`src/rtl/fb_pkg.sv`:
```
// Shared framebuffer constants, RGB565 field layout and fill-walker state encoding.
// Latency: n/a (declarations only).
// Backpressure: n/a.
//
// Contents: FB_W/FB_H/ADDR_W geometry, coordinate/counter widths, RGB565 field
// positions (shared with the VGA output path), walker_state_t, fb_addr().
package fb_pkg;

  localparam int FB_W    = 400;
  localparam int FB_H    = 300;
  localparam int ADDR_W  = 17;
  localparam int COORD_W = 9;
  // Walker coordinates can run past 511 (x0 + w - 1 up to 1021), so they carry one extra bit.
  localparam int CNT_W   = 10;
  localparam int COLOR_W = 16;

  // RGB565 field positions.
  localparam int RGB_R_MSB = 15;
  localparam int RGB_R_LSB = 11;
  localparam int RGB_G_MSB = 10;
  localparam int RGB_G_LSB = 5;
  localparam int RGB_B_MSB = 4;
  localparam int RGB_B_LSB = 0;

  typedef enum logic [1:0] {
    WK_IDLE   = 2'd0,
    WK_RUN    = 2'd1,
    WK_FINISH = 2'd2
  } walker_state_t;

  // Linear framebuffer address at full ADDR_W width; only meaningful for unclipped pixels.
  function automatic logic [ADDR_W-1:0] fb_addr(input logic [CNT_W-1:0] x,
                                                input logic [CNT_W-1:0] y);
    return ADDR_W'(x) + ADDR_W'(y) * ADDR_W'(FB_W);
  endfunction

endpackage

```
`src/rtl/fb_write_scheduler_if.sv`:
```
// Bundle of the pixel port, fill command port and video RAM write port.
// Latency: n/a (wiring only).
// Backpressure: pixReq held until pixAck; fillStart ignored while fillBusy.
//
// master: game logic / RAM side view. slave: fb_write_scheduler view.
interface fb_write_scheduler_if;
  import fb_pkg::*;

  logic                pixReq;
  logic [COORD_W-1:0]  pixX;
  logic [COORD_W-1:0]  pixY;
  logic [COLOR_W-1:0]  pixColor;
  logic                pixAck;

  logic                fillStart;
  logic [COORD_W-1:0]  fillX;
  logic [COORD_W-1:0]  fillY;
  logic [COORD_W-1:0]  fillW;
  logic [COORD_W-1:0]  fillH;
  logic [COLOR_W-1:0]  fillColor;
  logic                fillBusy;
  logic                fillDone;

  logic [ADDR_W-1:0]   wrAddress;
  logic [COLOR_W-1:0]  wrData;
  logic                wren;

  modport master (
    output pixReq, pixX, pixY, pixColor,
    output fillStart, fillX, fillY, fillW, fillH, fillColor,
    input  pixAck, fillBusy, fillDone,
    input  wrAddress, wrData, wren
  );

  modport slave (
    input  pixReq, pixX, pixY, pixColor,
    input  fillStart, fillX, fillY, fillW, fillH, fillColor,
    output pixAck, fillBusy, fillDone,
    output wrAddress, wrData, wren
  );

endinterface

```
`src/rtl/rect_fill_walker.sv`:
```
// Rectangle walker: offers one (cx,cy) pixel per cycle in raster order until w*h grants.
// Latency: first pixel offered the cycle after an accepted start; done pulses 2 cycles after the last grant.
// Backpressure: holds the current pixel until i_grant; i_start ignored unless IDLE.
//
// Ports: i_start + i_x/i_y/i_w/i_h/i_color (command), i_grant (pixel consumed),
//        o_vld/o_x/o_y/o_color/o_last (offered pixel), o_busy, o_done.
module rect_fill_walker
  import fb_pkg::*;
(
  input  logic               dataClock,
  input  logic               reset,
  input  logic               i_start,
  input  logic [COORD_W-1:0] i_x,
  input  logic [COORD_W-1:0] i_y,
  input  logic [COORD_W-1:0] i_w,
  input  logic [COORD_W-1:0] i_h,
  input  logic [COLOR_W-1:0] i_color,
  input  logic               i_grant,
  output logic               o_vld,
  output logic               o_last,
  output logic [CNT_W-1:0]   o_x,
  output logic [CNT_W-1:0]   o_y,
  output logic [COLOR_W-1:0] o_color,
  output logic               o_busy,
  output logic               o_done
);

  walker_state_t      r_state;
  walker_state_t      w_state_next;
  logic [COORD_W-1:0] r_x0;
  logic [COORD_W-1:0] r_y0;
  logic [COORD_W-1:0] r_w;
  logic [COORD_W-1:0] r_h;
  logic [COLOR_W-1:0] r_color;
  logic [CNT_W-1:0]   r_cx;
  logic [CNT_W-1:0]   r_cy;
  logic               r_done;

  logic [CNT_W-1:0]   w_x_end;
  logic [CNT_W-1:0]   w_y_end;
  logic               w_row_end;
  logic               w_last;
  logic               w_accept;

  // Only meaningful in RUN, where w and h are both non-zero.
  assign w_x_end   = {1'b0, r_x0} + {1'b0, r_w} - CNT_W'(1);
  assign w_y_end   = {1'b0, r_y0} + {1'b0, r_h} - CNT_W'(1);
  assign w_row_end = (r_cx == w_x_end);
  assign w_last    = w_row_end && (r_cy == w_y_end);
  assign w_accept  = (r_state == WK_IDLE) && i_start;

  always_ff @(posedge dataClock) begin
    if (reset) begin
      r_state <= WK_IDLE;
      r_done  <= 1'b0;
    end else begin
      r_state <= w_state_next;
      // Registered so done lands one cycle after FINISH, the same cycle busy drops.
      r_done  <= (r_state == WK_FINISH);
    end
  end

  always_comb begin
    w_state_next = r_state;
    o_vld        = 1'b0;
    o_busy       = 1'b0;
    case (r_state)
      WK_IDLE: begin
        if (i_start) begin
          w_state_next = ((i_w == '0) || (i_h == '0)) ? WK_FINISH : WK_RUN;
        end
      end
      WK_RUN: begin
        o_vld  = 1'b1;
        o_busy = 1'b1;
        if (i_grant && w_last) begin
          w_state_next = WK_FINISH;
        end
      end
      WK_FINISH: begin
        o_busy       = 1'b1;
        w_state_next = WK_IDLE;
      end
      default: begin
        w_state_next = WK_IDLE;
      end
    endcase
  end

  always_ff @(posedge dataClock) begin
    if (reset) begin
      r_x0    <= '0;
      r_y0    <= '0;
      r_w     <= '0;
      r_h     <= '0;
      r_color <= '0;
      r_cx    <= '0;
      r_cy    <= '0;
    end else if (w_accept) begin
      r_x0    <= i_x;
      r_y0    <= i_y;
      r_w     <= i_w;
      r_h     <= i_h;
      r_color <= i_color;
      r_cx    <= {1'b0, i_x};
      r_cy    <= {1'b0, i_y};
    end else if ((r_state == WK_RUN) && i_grant) begin
      if (w_row_end) begin
        r_cx <= {1'b0, r_x0};
        r_cy <= r_cy + CNT_W'(1);
      end else begin
        r_cx <= r_cx + CNT_W'(1);
      end
    end
  end

  assign o_last  = o_vld && w_last;
  assign o_x     = r_cx;
  assign o_y     = r_cy;
  assign o_color = r_color;
  assign o_done  = r_done;

endmodule

```
`src/rtl/fb_write_scheduler.sv`:
```
// Shares the video RAM write port between the pixel port and the rectangle-fill walker.
// Latency: pixAck in the grant cycle; wren/wrAddress/wrData one cycle after the grant.
// Backpressure: pixReq waits for pixAck; walker stalls while the pixel port wins arbitration.
//
// Ports: dataClock, reset (sync, active-high); bus (slave): pixel port, fill command/status,
//        RAM write outputs. Clipped pixels (x >= FB_W or y >= FB_H) are granted but not written.
module fb_write_scheduler
  import fb_pkg::*;
(
  input  logic                 dataClock,
  input  logic                 reset,
  fb_write_scheduler_if.slave  bus
);

  logic               w_walk_vld;
  logic               w_walk_last;
  logic [CNT_W-1:0]   w_walk_x;
  logic [CNT_W-1:0]   w_walk_y;
  logic [COLOR_W-1:0] w_walk_color;
  logic               w_walk_busy;
  logic               w_walk_done;

  logic               w_pix_req;
  logic               w_fill_req;
  logic               w_gnt_pix;
  logic               w_gnt_fill;
  logic               w_gnt_any;
  logic [CNT_W-1:0]   w_sel_x;
  logic [CNT_W-1:0]   w_sel_y;
  logic [COLOR_W-1:0] w_sel_color;
  logic               w_clip;
  logic               w_write;

  // 0: pixel port wins the next contested cycle, 1: walker wins.
  logic               r_rr_fill;
  logic               r_wren;
  logic [ADDR_W-1:0]  r_addr;
  logic [COLOR_W-1:0] r_data;

  rect_fill_walker u_walker (
    .dataClock (dataClock),
    .reset     (reset),
    .i_start   (bus.fillStart),
    .i_x       (bus.fillX),
    .i_y       (bus.fillY),
    .i_w       (bus.fillW),
    .i_h       (bus.fillH),
    .i_color   (bus.fillColor),
    .i_grant   (w_gnt_fill),
    .o_vld     (w_walk_vld),
    .o_last    (w_walk_last),
    .o_x       (w_walk_x),
    .o_y       (w_walk_y),
    .o_color   (w_walk_color),
    .o_busy    (w_walk_busy),
    .o_done    (w_walk_done)
  );

  // No grants during reset so pixAck stays low and a mid-fill reset issues nothing further.
  assign w_pix_req  = bus.pixReq & ~reset;
  assign w_fill_req = w_walk_vld & ~reset;
  assign w_gnt_pix  = w_pix_req  & (~w_fill_req | ~r_rr_fill);
  assign w_gnt_fill = w_fill_req & (~w_pix_req  |  r_rr_fill);
  assign w_gnt_any  = w_gnt_pix | w_gnt_fill;

  assign w_sel_x     = w_gnt_pix ? {1'b0, bus.pixX} : w_walk_x;
  assign w_sel_y     = w_gnt_pix ? {1'b0, bus.pixY} : w_walk_y;
  assign w_sel_color = w_gnt_pix ? bus.pixColor     : w_walk_color;
  assign w_clip      = (w_sel_x >= CNT_W'(FB_W)) || (w_sel_y >= CNT_W'(FB_H));
  assign w_write     = w_gnt_any & ~w_clip;

  always_ff @(posedge dataClock) begin
    if (reset) begin
      r_rr_fill <= 1'b0;
      r_wren    <= 1'b0;
      r_addr    <= '0;
      r_data    <= '0;
    end else begin
      // Pointer only moves on contested cycles, giving strict alternation under contention.
      if (w_pix_req && w_fill_req) begin
        r_rr_fill <= ~r_rr_fill;
      end
      r_wren <= w_write;
      if (w_write) begin
        r_addr <= fb_addr(w_sel_x, w_sel_y);
        r_data <= w_sel_color;
      end
    end
  end

  assign bus.pixAck    = w_gnt_pix;
  assign bus.fillBusy  = w_walk_busy;
  assign bus.fillDone  = w_walk_done;
  assign bus.wren      = r_wren;
  assign bus.wrAddress = r_addr;
  assign bus.wrData    = r_data;

endmodule

```
`src/flat_wrapper.sv`:
```
// flat-port wrapper written by rule: the top's interface ports become plain ports
module fb_write_scheduler_flat import fb_pkg::*;
  (dataClock, reset, bus_pixReq, bus_pixX, bus_pixY, bus_pixColor, bus_fillStart, bus_fillX, bus_fillY, bus_fillW, bus_fillH, bus_fillColor, bus_pixAck, bus_fillBusy, bus_fillDone, bus_wrAddress, bus_wrData, bus_wren);
  fb_write_scheduler_if bus_i ();
  input  logic dataClock;
  input  logic reset;
  input wire logic [$bits(bus_i.pixReq)-1:0] bus_pixReq;
  input wire logic [$bits(bus_i.pixX)-1:0] bus_pixX;
  input wire logic [$bits(bus_i.pixY)-1:0] bus_pixY;
  input wire logic [$bits(bus_i.pixColor)-1:0] bus_pixColor;
  input wire logic [$bits(bus_i.fillStart)-1:0] bus_fillStart;
  input wire logic [$bits(bus_i.fillX)-1:0] bus_fillX;
  input wire logic [$bits(bus_i.fillY)-1:0] bus_fillY;
  input wire logic [$bits(bus_i.fillW)-1:0] bus_fillW;
  input wire logic [$bits(bus_i.fillH)-1:0] bus_fillH;
  input wire logic [$bits(bus_i.fillColor)-1:0] bus_fillColor;
  output wire logic [$bits(bus_i.pixAck)-1:0] bus_pixAck;
  output wire logic [$bits(bus_i.fillBusy)-1:0] bus_fillBusy;
  output wire logic [$bits(bus_i.fillDone)-1:0] bus_fillDone;
  output wire logic [$bits(bus_i.wrAddress)-1:0] bus_wrAddress;
  output wire logic [$bits(bus_i.wrData)-1:0] bus_wrData;
  output wire logic [$bits(bus_i.wren)-1:0] bus_wren;
  assign bus_i.pixReq = bus_pixReq;
  assign bus_i.pixX = bus_pixX;
  assign bus_i.pixY = bus_pixY;
  assign bus_i.pixColor = bus_pixColor;
  assign bus_i.fillStart = bus_fillStart;
  assign bus_i.fillX = bus_fillX;
  assign bus_i.fillY = bus_fillY;
  assign bus_i.fillW = bus_fillW;
  assign bus_i.fillH = bus_fillH;
  assign bus_i.fillColor = bus_fillColor;
  assign bus_pixAck = bus_i.pixAck;
  assign bus_fillBusy = bus_i.fillBusy;
  assign bus_fillDone = bus_i.fillDone;
  assign bus_wrAddress = bus_i.wrAddress;
  assign bus_wrData = bus_i.wrData;
  assign bus_wren = bus_i.wren;
  fb_write_scheduler u_core (.dataClock(dataClock), .reset(reset), .bus(bus_i));
endmodule
```
`config.mk`:
```
export PLATFORM = sky130hd
export DESIGN_NAME = fb_write_scheduler_flat
export DESIGN_NICKNAME = d
export VERILOG_FILES = /design/src/rtl/fb_pkg.sv /design/src/rtl/fb_write_scheduler_if.sv /design/src/rtl/rect_fill_walker.sv /design/src/rtl/fb_write_scheduler.sv /design/src/flat_wrapper.sv
export SDC_FILE = /design/constraint.sdc
export NUM_CORES = 1
export LEC_CHECK = 0
export ABC_CLOCK_PERIOD_IN_PS = 5700
export CAP_MARGIN = 20
export CORE_MARGIN = 4
export CORE_UTILIZATION = 45
export CTS_CLUSTER_SIZE = 30
export DETAILED_ROUTE_END_ITERATION = 10
export GPL_TIMING_DRIVEN = 0
export PLACE_DENSITY = 0.69
export SLEW_MARGIN = 20
export SYNTH_ARGS = -nofsm -noshare
export SYNTH_HDL_FRONTEND = slang
export SYNTH_HIERARCHICAL = 1
export SYNTH_SLANG_ARGS = --single-unit
export TNS_END_PERCENT = 1
```
`constraint.sdc`:
```
create_clock -name dataClock -period 5.7 [get_ports dataClock]
set_clock_uncertainty 0.2 [all_clocks]
set_input_delay 0.855 -clock dataClock [delete_from_list [all_inputs] [get_ports dataClock]]
set_output_delay 0.855 -clock dataClock [all_outputs]
set_load 0.01 [all_outputs]
```
# Word-level counts from Yosys, hierarchy flattened
# Cells that the tools add are included.
# op_classes
add_sub_neg	7
multipliers	1
magnitude_cmp	2
n_eq_ne	6
n_mux	15
bitwise	13
n_reduce_logical	17
# op_table
op	n
$mux W9	5
$mux W10	3
$add A10 B1 Y10 const B	2
$add A9 B9 Y10	2
$eq A10 B10 Y1	2
$ge A10 B9 Y1 const B	2
$sub A10 B1 Y10 const B	2
$logic_not A9 Y1	2
$add A10 B17 Y17	1
$mux W16	1
$mul A10 B5 Y13 const B	1
$mux W2	3
$reduce_and A2 Y1	3
$and A1 B1 Y1	5
$logic_and A1 B1 Y1	5
$not A1 Y1	5
$ne A2 B2 Y1 const B	2
$pmux W2 S2	1
$reduce_bool A2 Y1	2
$reduce_or A2 Y1	2
$or A1 B1 Y1	3
$eq A2 B1 Y1 const B	1
$eq A2 B2 Y1 const B	1
$logic_not A2 Y1	1
other kinds (2)	4
# word_totals
ff_bits	110
input_bits	90

# Logic depth before layout (Yosys ltp)
# Gate-level depths: netlist of the first run.
# depth
depth_word	11
ltp_mapped	22

# Hierarchy
# Netlist of the first run, hierarchy kept.
# modules_own_cells
mod	n_inst	cells_each	area_per_inst_um2
rect_fill_walker	1	611	4625.7
fb_write_scheduler	1	325	2994.1

# Worst setup path after synthesis of the first run
# OpenSTA, ideal clock, no wires.
# synth_timing
path_kind	in2reg
from	input bus_pixReq
to	register u_core.r_addr[15], in the netlist u_core/bus.wrAddress[15]
arrival_ps	5064
t_required_ps	5386
slack_ps	322
cell_stages	20
cell_sequence	a21bo_2 nor2_2 buf_4 buf_2 buf_2 mux2_2 ha_1 ha_1 inv_1 fa_1 inv_1 ha_1 clkbuf_1 and3_1 a221oi_1 xnor2_1 nand4_1 nand2b_1 xor2_1 a21o_1
# synth_via
elab_chain_len	7
elab_cells_between_ends	15
cone_classes	1 x add/sub; 1 x mul; 2 x order compare; 2 x mux; 8 x bitwise; 1 x reduce/logical
# synth_rtl
element	line	rtl
start: declaration	flat_wrapper.sv:7	input wire logic [$bits(bus_i.pixReq)-1:0] bus_pixReq;
$and A1 B1 Y1 *	fb_write_scheduler.sv:60	assign w_pix_req = bus.pixReq & ~reset;
$and A1 B1 Y1 *	fb_write_scheduler.sv:62	assign w_gnt_pix = w_pix_req & (~w_fill_req | ~r_rr_fill);
via bus_pixAck	flat_wrapper.sv:17	output wire logic [$bits(bus_i.pixAck)-1:0] bus_pixAck;
parallel branches: the longest is 5 deep, another holds $add A10 B17 Y17	n/a	
end signal: assignment	fb_write_scheduler.sv:85	r_addr <= fb_addr(w_sel_x, w_sel_y);
end: declaration	fb_write_scheduler.sv:37	logic [ADDR_W-1:0] r_addr;
# Mark *: on every way through the listed nets, which the timed path passes.
# A chain may end at the register's enable or synchronous reset.

# Worst setup path in the final report of the first run
# layout_timing
from	input bus_pixReq
to	register u_core.r_addr[15], in the netlist u_core/bus.wrAddress[15]
# layout_via
elab_chain_len	7
elab_cells_between_ends	15
cone_classes	1 x add/sub; 1 x mul; 2 x order compare; 2 x mux; 8 x bitwise; 1 x reduce/logical
# layout_rtl
element	line
$and A1 B1 Y1 *	fb_write_scheduler.sv:60
parallel branches: the longest is 6 deep, another holds $add A10 B17 Y17	n/a
# Mark *: on every way between the ends.

==> results of run 1 <==
per-stage QoR:
stage	TNS, ns	instances	total power, mW
after floorplan	0	933	1.93
after global placement	-2.33	1279	2.32
after detailed placement	-2.67	1279	2.34
after CTS	0	1295	3.03
after global routing	-0.00798	1298	3.27
final	0	1298	3.05
worst reg2reg max path: stages (launching register included):
cell and delay, ns:
dfxtp_1 0.33, inv_1 0.08, ha_1 0.28, a21bo_2 0.27
nor2_2 0.16, buf_6 0.17, buf_8 0.16, buf_6 0.18
mux2_2 0.35, ha_1 0.29, ha_1 0.28, inv_1 0.05
fa_1 0.47, inv_1 0.04, ha_1 0.39, and3_1 0.25
a221oi_4 0.33, xnor2_2 0.17, nand4_1 0.15, nand2b_1 0.19
xor2_1 0.16, a21o_1 0.19
worst max path at each step:
| stage | startpoint | endpoint | depth (start not counted) |
|---|---|---|---|
| after floorplan | bus_pixReq | u_core/bus.wrAddress[15]$_SDFFE_PP0P_ | 20 |
| after global placement | bus_pixReq | u_core/bus.wrAddress[16]$_SDFFE_PP0P_ | 21 |
| after detailed placement | bus_pixReq | u_core/bus.wrAddress[16]$_SDFFE_PP0P_ | 21 |
| after CTS | bus_pixReq | u_core/bus.wrAddress[16]$_SDFFE_PP0P_ | 21 |
| after global routing | bus_pixReq | u_core/bus.wrAddress[15]$_SDFFE_PP0P_ | 19 |
| final | bus_pixReq | u_core/bus.wrAddress[15]$_SDFFE_PP0P_ | 20 |
final cells by class:
class	count	area share, %
buffer	44	2.33
clock buffer	10	2.50
clock inverter	6	0.837
inverter	99	3.89
multi-input combinational	679	51.0
sequential	110	23.0
tap	220	2.88
timing repair buffer	130	13.5
power by group through the flow:
| stage | Sequential (mW) | Clock (mW) | Combinational [mW] |
|---|---|---|---|
| floorplan | 0.969 | 0 | 0.962 |
| global placement | 0.970 | 0 | 1.35 |
| detailed placement | 0.973 | 0 | 1.37 |
| CTS | 0.955 | 0.690 | 1.39 |
| global route | 0.969 | 0.720 | 1.58 |
| finish | 0.957 | 0.675 | 1.41 |
sequential cells by signal, indices dropped and copies added, names as in the netlist, 9 cells and up:
register                 cells
u_core/u_walker/o_color     16
u_core/u_walker/r_h          9
u_core/u_walker/r_x0         9
u_core/bus.wrAddress        17
u_core/bus.wrData           16
u_core/u_walker/o_y         10
u_core/u_walker/o_x         10
u_core/u_walker/r_w          9
u_core/u_walker/r_y0         9
cell usage in the layout (no fill, tap or decap), drive strengths merged, types with 8 or more instances in the layout:
cell type        n
mux2i           33
and2             9
mux2            16
clkbuf          38
nor3b           10
xnor2           36
nand3           14
nor3            10
inv            100
buf             20
a211oi          40
nor2            58
and3             8
o21ai           22
xor2            24
a21o            16
a21oi           78
ha              76
clkdlybuf4s50  126
dfxtp          110
nand2          134
timing repair:
action,4_1_cts,5_1_grt
gates resized for setup,8,12
hold buffers,0,0
pin swaps,0,2
endpoints found under the setup margin,4,4
setup buffers,0,4
layer usage:
| metal | GRT usage (%) | vias to the layer above | part of all wire (%) |
|---|---|---|---|
| met1 | 31.0 | 3164 | 47 |
| met5 | 0 | - | 0 |
| met4 | 7.24 | 0 | 2.1 |
| met2 | 35.2 | 195 | 44 |
| li1 | - | 3481 | - |
| met3 | 3.34 | 32 | 6.4 |
==> results.yml, run 1 <==
outcome:
  status: "finished clean"
grt:
  grt_pass1_vias: 6552
  grt_start_max_net_pins: 20
  antenna_found_initial: 0
  track_usage_pct: 22.2
  grt_overflow: 0
  grt_first_pass_wirelength_um: 33200
setup_path:
  start_kind: "input pin"
  r2r_end: "u_core/bus.wrAddress[15]$_SDFFE_PP0P_"
  critPathKind: "input pin to flip-flop"
  critPathMaxFanout: 10
  critPathTopFamily: "adder cells"
  end_kind: "flip-flop"
  max_stage_delay_ns: 0.50
  cp.required_ns: 5.75
  r2r_cells: 21
  r2r-start: "u_core/u_walker/r_state[1]$_SDFFE_PP0P_"
  cp_cell_sequence: "clkdlybuf4s50_1 -> a21bo_2 -> nor2_2 -> buf_6 -> buf_8 -> buf_6 -> mux2_2 -> ha_1 -> ha_1 -> inv_1 -> fa_1 -> inv_1 -> ha_1 -> and3_1 -> a221oi_4 -> xnor2_2 -> nand4_1 -> nand2b_1 -> xor2_1 -> a21o_1"
  critPathArrivalTime_ns: 5.58
  critPathBufInv: 6
  cp_slowest_cell: "clkdlybuf4s50_1"
  cp_common_cell: "ha_1"
  worst-r2r-setup-slack_ns: 0.47
logic_synthesis:
  syn-cell-area_um2: 7600
  syn-num-nets: 1106
  synth_cells: 933
  synth_warnings: 6
  synth.avg_cell_area_um2: 8.14
detailed_routing:
  num_vias: 6872
  routed_wirelength_um: 21000
  drc: 0
  drt_first_pass_iters: 5
  routed_via_density: 5.29
  antenna_left: 0
  routedWlPerCell_um: 16.2
  drt_iter0_drc: 455
clock_network:
  clock_sinks: 110
  cts_buffers: 9
  h-tree-depth: 3
  ctsRootBufferMaster: "clkbuf_16"
  cts_tree: "yes"
  clk_path_buf_depth: 2
  clk_pin_slew_worst_paths_ns: 0.08
  clk_latency_ns: 0.36
pwr:
  p_leak_nw: 3.96
  p_per_area_nw_per_um2: 318
  internal_power_mw: 1.90
  pwr-share-seq_pct: 31.4
  power_frac_comb_pct: 46.4
  pwr-share-clk_pct: 22.1
  p_sw_share_pct: 37.7
  peakVddDrop_mv: 0.154
  power.switching_mw: 1.15
place:
  place_area_um2: 9130
  post-place-ws_ns: -0.695
  gp_congestion: 0.888
  hpwl_um: 16600
  port_buffers: 126
floorplanning:
  ios: 127
  die_area_um2: 19000
  rows: 47
  core_area_um2: 16600
  fp.dieW_um: 138
  die_y_um: 138
  start_util_pct: 45.8
cells_and_area:
  num-fill-cells: 1567
  syn_to_final_growth_pct: 25.9
  regArea_um2: 2200
  layout.nets: 1246
  drive_gt1_share_pct: 6.68
  fin_area_um2: 9560
  multi_input_area_um2: 4880
  n_antenna_cell: 0
  fin_util_pct: 57.7
timing:
  finalSetupViolCount: 0
  fin_ws_ns: 0.174
  fin_hold_ws_ns: 0.255
  tightest_slew_ns: 0.858
  drv_slew: 0
  finalHoldViolCount: 0
  period_minus_slack_ns: 5.53
  slew_headroom_pct: 41.3
  fin_crit_sh_pct: 97.0
  fmax_mhz: 181
hold_path:
  min_path_type: "flip-flop to flip-flop"
  hold_depth: 2
  holdPathEnd: "u_core/u_walker/r_w[8]$_SDFFE_PP0P_"
  min_from: "u_core/u_walker/r_w[8]$_SDFFE_PP0P_"
run:
  max_cap_violations: 0
No activity file was read; power rests on OpenSTA's default activity.
==> run 2: changes to the inputs <==
--- a/config.mk
+++ b/config.mk
@@ -13,7 +13,7 @@
 export DETAILED_ROUTE_END_ITERATION = 10
 export GPL_TIMING_DRIVEN = 0
 export PLACE_DENSITY = 0.69
-export SLEW_MARGIN = 20
+export SLEW_MARGIN = 40
 export SYNTH_ARGS = -nofsm -noshare
 export SYNTH_HDL_FRONTEND = slang
 export SYNTH_HIERARCHICAL = 1
==> run 2 against run 1 <==
Net effect:
- combinational power hardly changed
- sequential power hardly changed
- register-to-register slack hardly changed
- non-clock buffer count stayed put
- routed wire length hardly changed
- flip-flop and latch count stayed put
- hold slack stayed put
- worst setup slack worse by 0.0014 ns
- count of clock-buffer cells in the layout stayed put
- clock power hardly changed
==> results.yml, run 2 (synthesis gave the netlist of run 1 again) <==
grt:
  grt_overflow: 0
  grt_start_max_net_pins: 20
  antenna_found_initial: 0
  grt_pass1_vias: 6552
  track_usage_pct: 22.2
  grt_first_pass_wirelength_um: 33200
clock_network:
  clk_pin_slew_worst_paths_ns: 0.08
  hold_buffers: 0
  clock_sinks: 110
  clk_latency_ns: 0.36
  cts_buffers: 9
  clk_path_buf_depth: 2
  ctsRootBufferMaster: "clkbuf_16"
  h-tree-depth: 3
  cts_tree: "yes"
timing:
  tightest_slew_ns: 0.739
  fin_ws_ns: 0.172
  finalSetupViolCount: 0
  drv_slew: 0
  finalHoldViolCount: 0
  slew_headroom_pct: 50.7
  fin_crit_sh_pct: 97.0
  fmax_mhz: 181
  period_minus_slack_ns: 5.53
detailed_routing:
  num_vias: 6863
  routed_wirelength_um: 21000
  drc: 0
  drt_iter0_drc: 455
  routedWlPerCell_um: 16.2
  routed_via_density: 5.29
  drt_first_pass_iters: 5
  antenna_left: 0
floorplanning:
  ios: 127
  fp.dieW_um: 138
  start_util_pct: 45.8
  rows: 47
  die_y_um: 138
  core_area_um2: 16600
  die_area_um2: 19000
place:
  gp_congestion: 0.888
  place_area_um2: 9130
  placedCellCount: 1279
  hpwl_um: 16600
  port_buffers: 126
  post-place-ws_ns: -0.695
setup_path:
  cp.required_ns: 5.75
  critPathKind: "input pin to flip-flop"
  cp_common_cell: "ha_1"
  cp_cell_sequence: "clkdlybuf4s50_1 -> a21bo_2 -> nor2_2 -> buf_6 -> buf_8 -> buf_6 -> mux2_2 -> ha_1 -> ha_1 -> inv_1 -> fa_1 -> inv_1 -> ha_1 -> and3_1 -> a221oi_4 -> xnor2_2 -> nand4_1 -> nand2b_1 -> xor2_1 -> a21o_1"
  critPathMaxFanout: 10
  critPathBufInv: 6
  cp_slowest_cell: "clkdlybuf4s50_1"
  critPathTopFamily: "adder cells"
  critPathArrivalTime_ns: 5.58
  start_kind: "input pin"
  end_kind: "flip-flop"
  max_stage_delay_ns: 0.50
cells_and_area:
  drive_gt1_share_pct: 6.68
  layout.nets: 1246
  syn_to_final_growth_pct: 25.9
  stdcell_count: 1298
  fin_area_um2: 9570
  num-fill-cells: 1566
  final_cell_mix: "nand2_1 (134), clkdlybuf4s50_1 (126), dfxtp_1 (110), inv_1 (99), a21oi_1 (76)"
  n_antenna_cell: 0
  largest_register_ff_count: 17
  final_common_cell: "nand2_1"
pwr:
  p_per_area_nw_per_um2: 318
  totalPowerFinal_mw: 3.05
  p_leak_nw: 3.96
  peakVddDrop_mv: 0.154
hold_path:
  min_path_type: "flip-flop to flip-flop"
run:
  max_cap_violations: 0
outcome:
  status: "finished clean"
## run 2: changes by cell type in the layout (fill, tap and decap cells not counted)
cell | before | now
a2111oi_1 | 0 | 1
a2111oi_0 | 3 | 2
## run 2: layer usage
metal,share of wire [%],vias up,routed length [um],track usage [%]
met1,47,3156,9930,31.0
met2,44,197,9330,35.2
li1,-,3480,-,-
met4,2.0,0,427,7.24
met5,0,-,0,0
met3,6.5,30,1360,3.34
## run 2: power by group
part	internal [mW]	switching, mW
clock	0.360	0.313
combinational	0.668	0.748
sequential	0.871	0.0856
## run 2: path summary, 6_finish.rpt
path                                           endpoint  cells after the start                                    start  slack, ns
hold reg to reg     u_core/u_walker/r_w[8]$_SDFFE_PP0P_                      2      u_core/u_walker/r_w[8]$_SDFFE_PP0P_       0.26
setup reg to reg  u_core/bus.wrAddress[15]$_SDFFE_PP0P_                     21  u_core/u_walker/r_state[1]$_SDFFE_PP0P_       0.47
setup / recovery  u_core/bus.wrAddress[15]$_SDFFE_PP0P_                     20                               bus_pixReq       0.17
hold / removal      u_core/u_walker/r_w[8]$_SDFFE_PP0P_                      2      u_core/u_walker/r_w[8]$_SDFFE_PP0P_       0.26
## run 2: what timing repair did
action                     in CTS  in global routing
setup endpoints to repair       4                  4
pin swaps                       0                  2
resized for setup               8                 12
buffers inserted                0                  4
## run 2: layout make-up
cell class | instances | area, um^2 | share of cell area, %
multi-input cells | 679 | 4880 | 51.1
clock buffers | 10 | 239 | 2.50
flip-flops and latches | 110 | 2200 | 23.0
inverters | 99 | 372 | 3.88
plain buffers | 44 | 223 | 2.33
well taps | 220 | 275 | 2.88
clock inverters | 6 | 80.1 | 0.837
repair buffers | 130 | 1290 | 13.5
## run 2: tightest hold or removal path, delay by kind of cell (launching register included)
| family | cells | cell delay [ns] |
|---|---|---|
| AOI/OAI and AO/OA | 1 | 0.05 |
| DFF | 1 | 0.31 |
| and+or+nand+nor | 1 | 0.05 |
## run 2: metrics by stage
step           hold WS (ns)  util (%)  setup TNS, ns
2_1_floorplan         0.236         -              0
4_1_cts               0.256      57.2              0
3_5_place_dp          0.246      55.1          -2.67
3_3_place_gp          0.242      55.1          -2.33
5_1_grt               0.273      57.7       -0.00798
6_report              0.255      57.7              0
==> run 3: changes to the inputs <==
--- a/config.mk
+++ b/config.mk
@@ -18,4 +18,4 @@
 export SYNTH_HDL_FRONTEND = slang
 export SYNTH_HIERARCHICAL = 1
 export SYNTH_SLANG_ARGS = --single-unit
-export TNS_END_PERCENT = 1
+export TNS_END_PERCENT = 20
==> results of run 3 <==
Same layout as run 2: the final DEF is identical, and so are final timing and power.
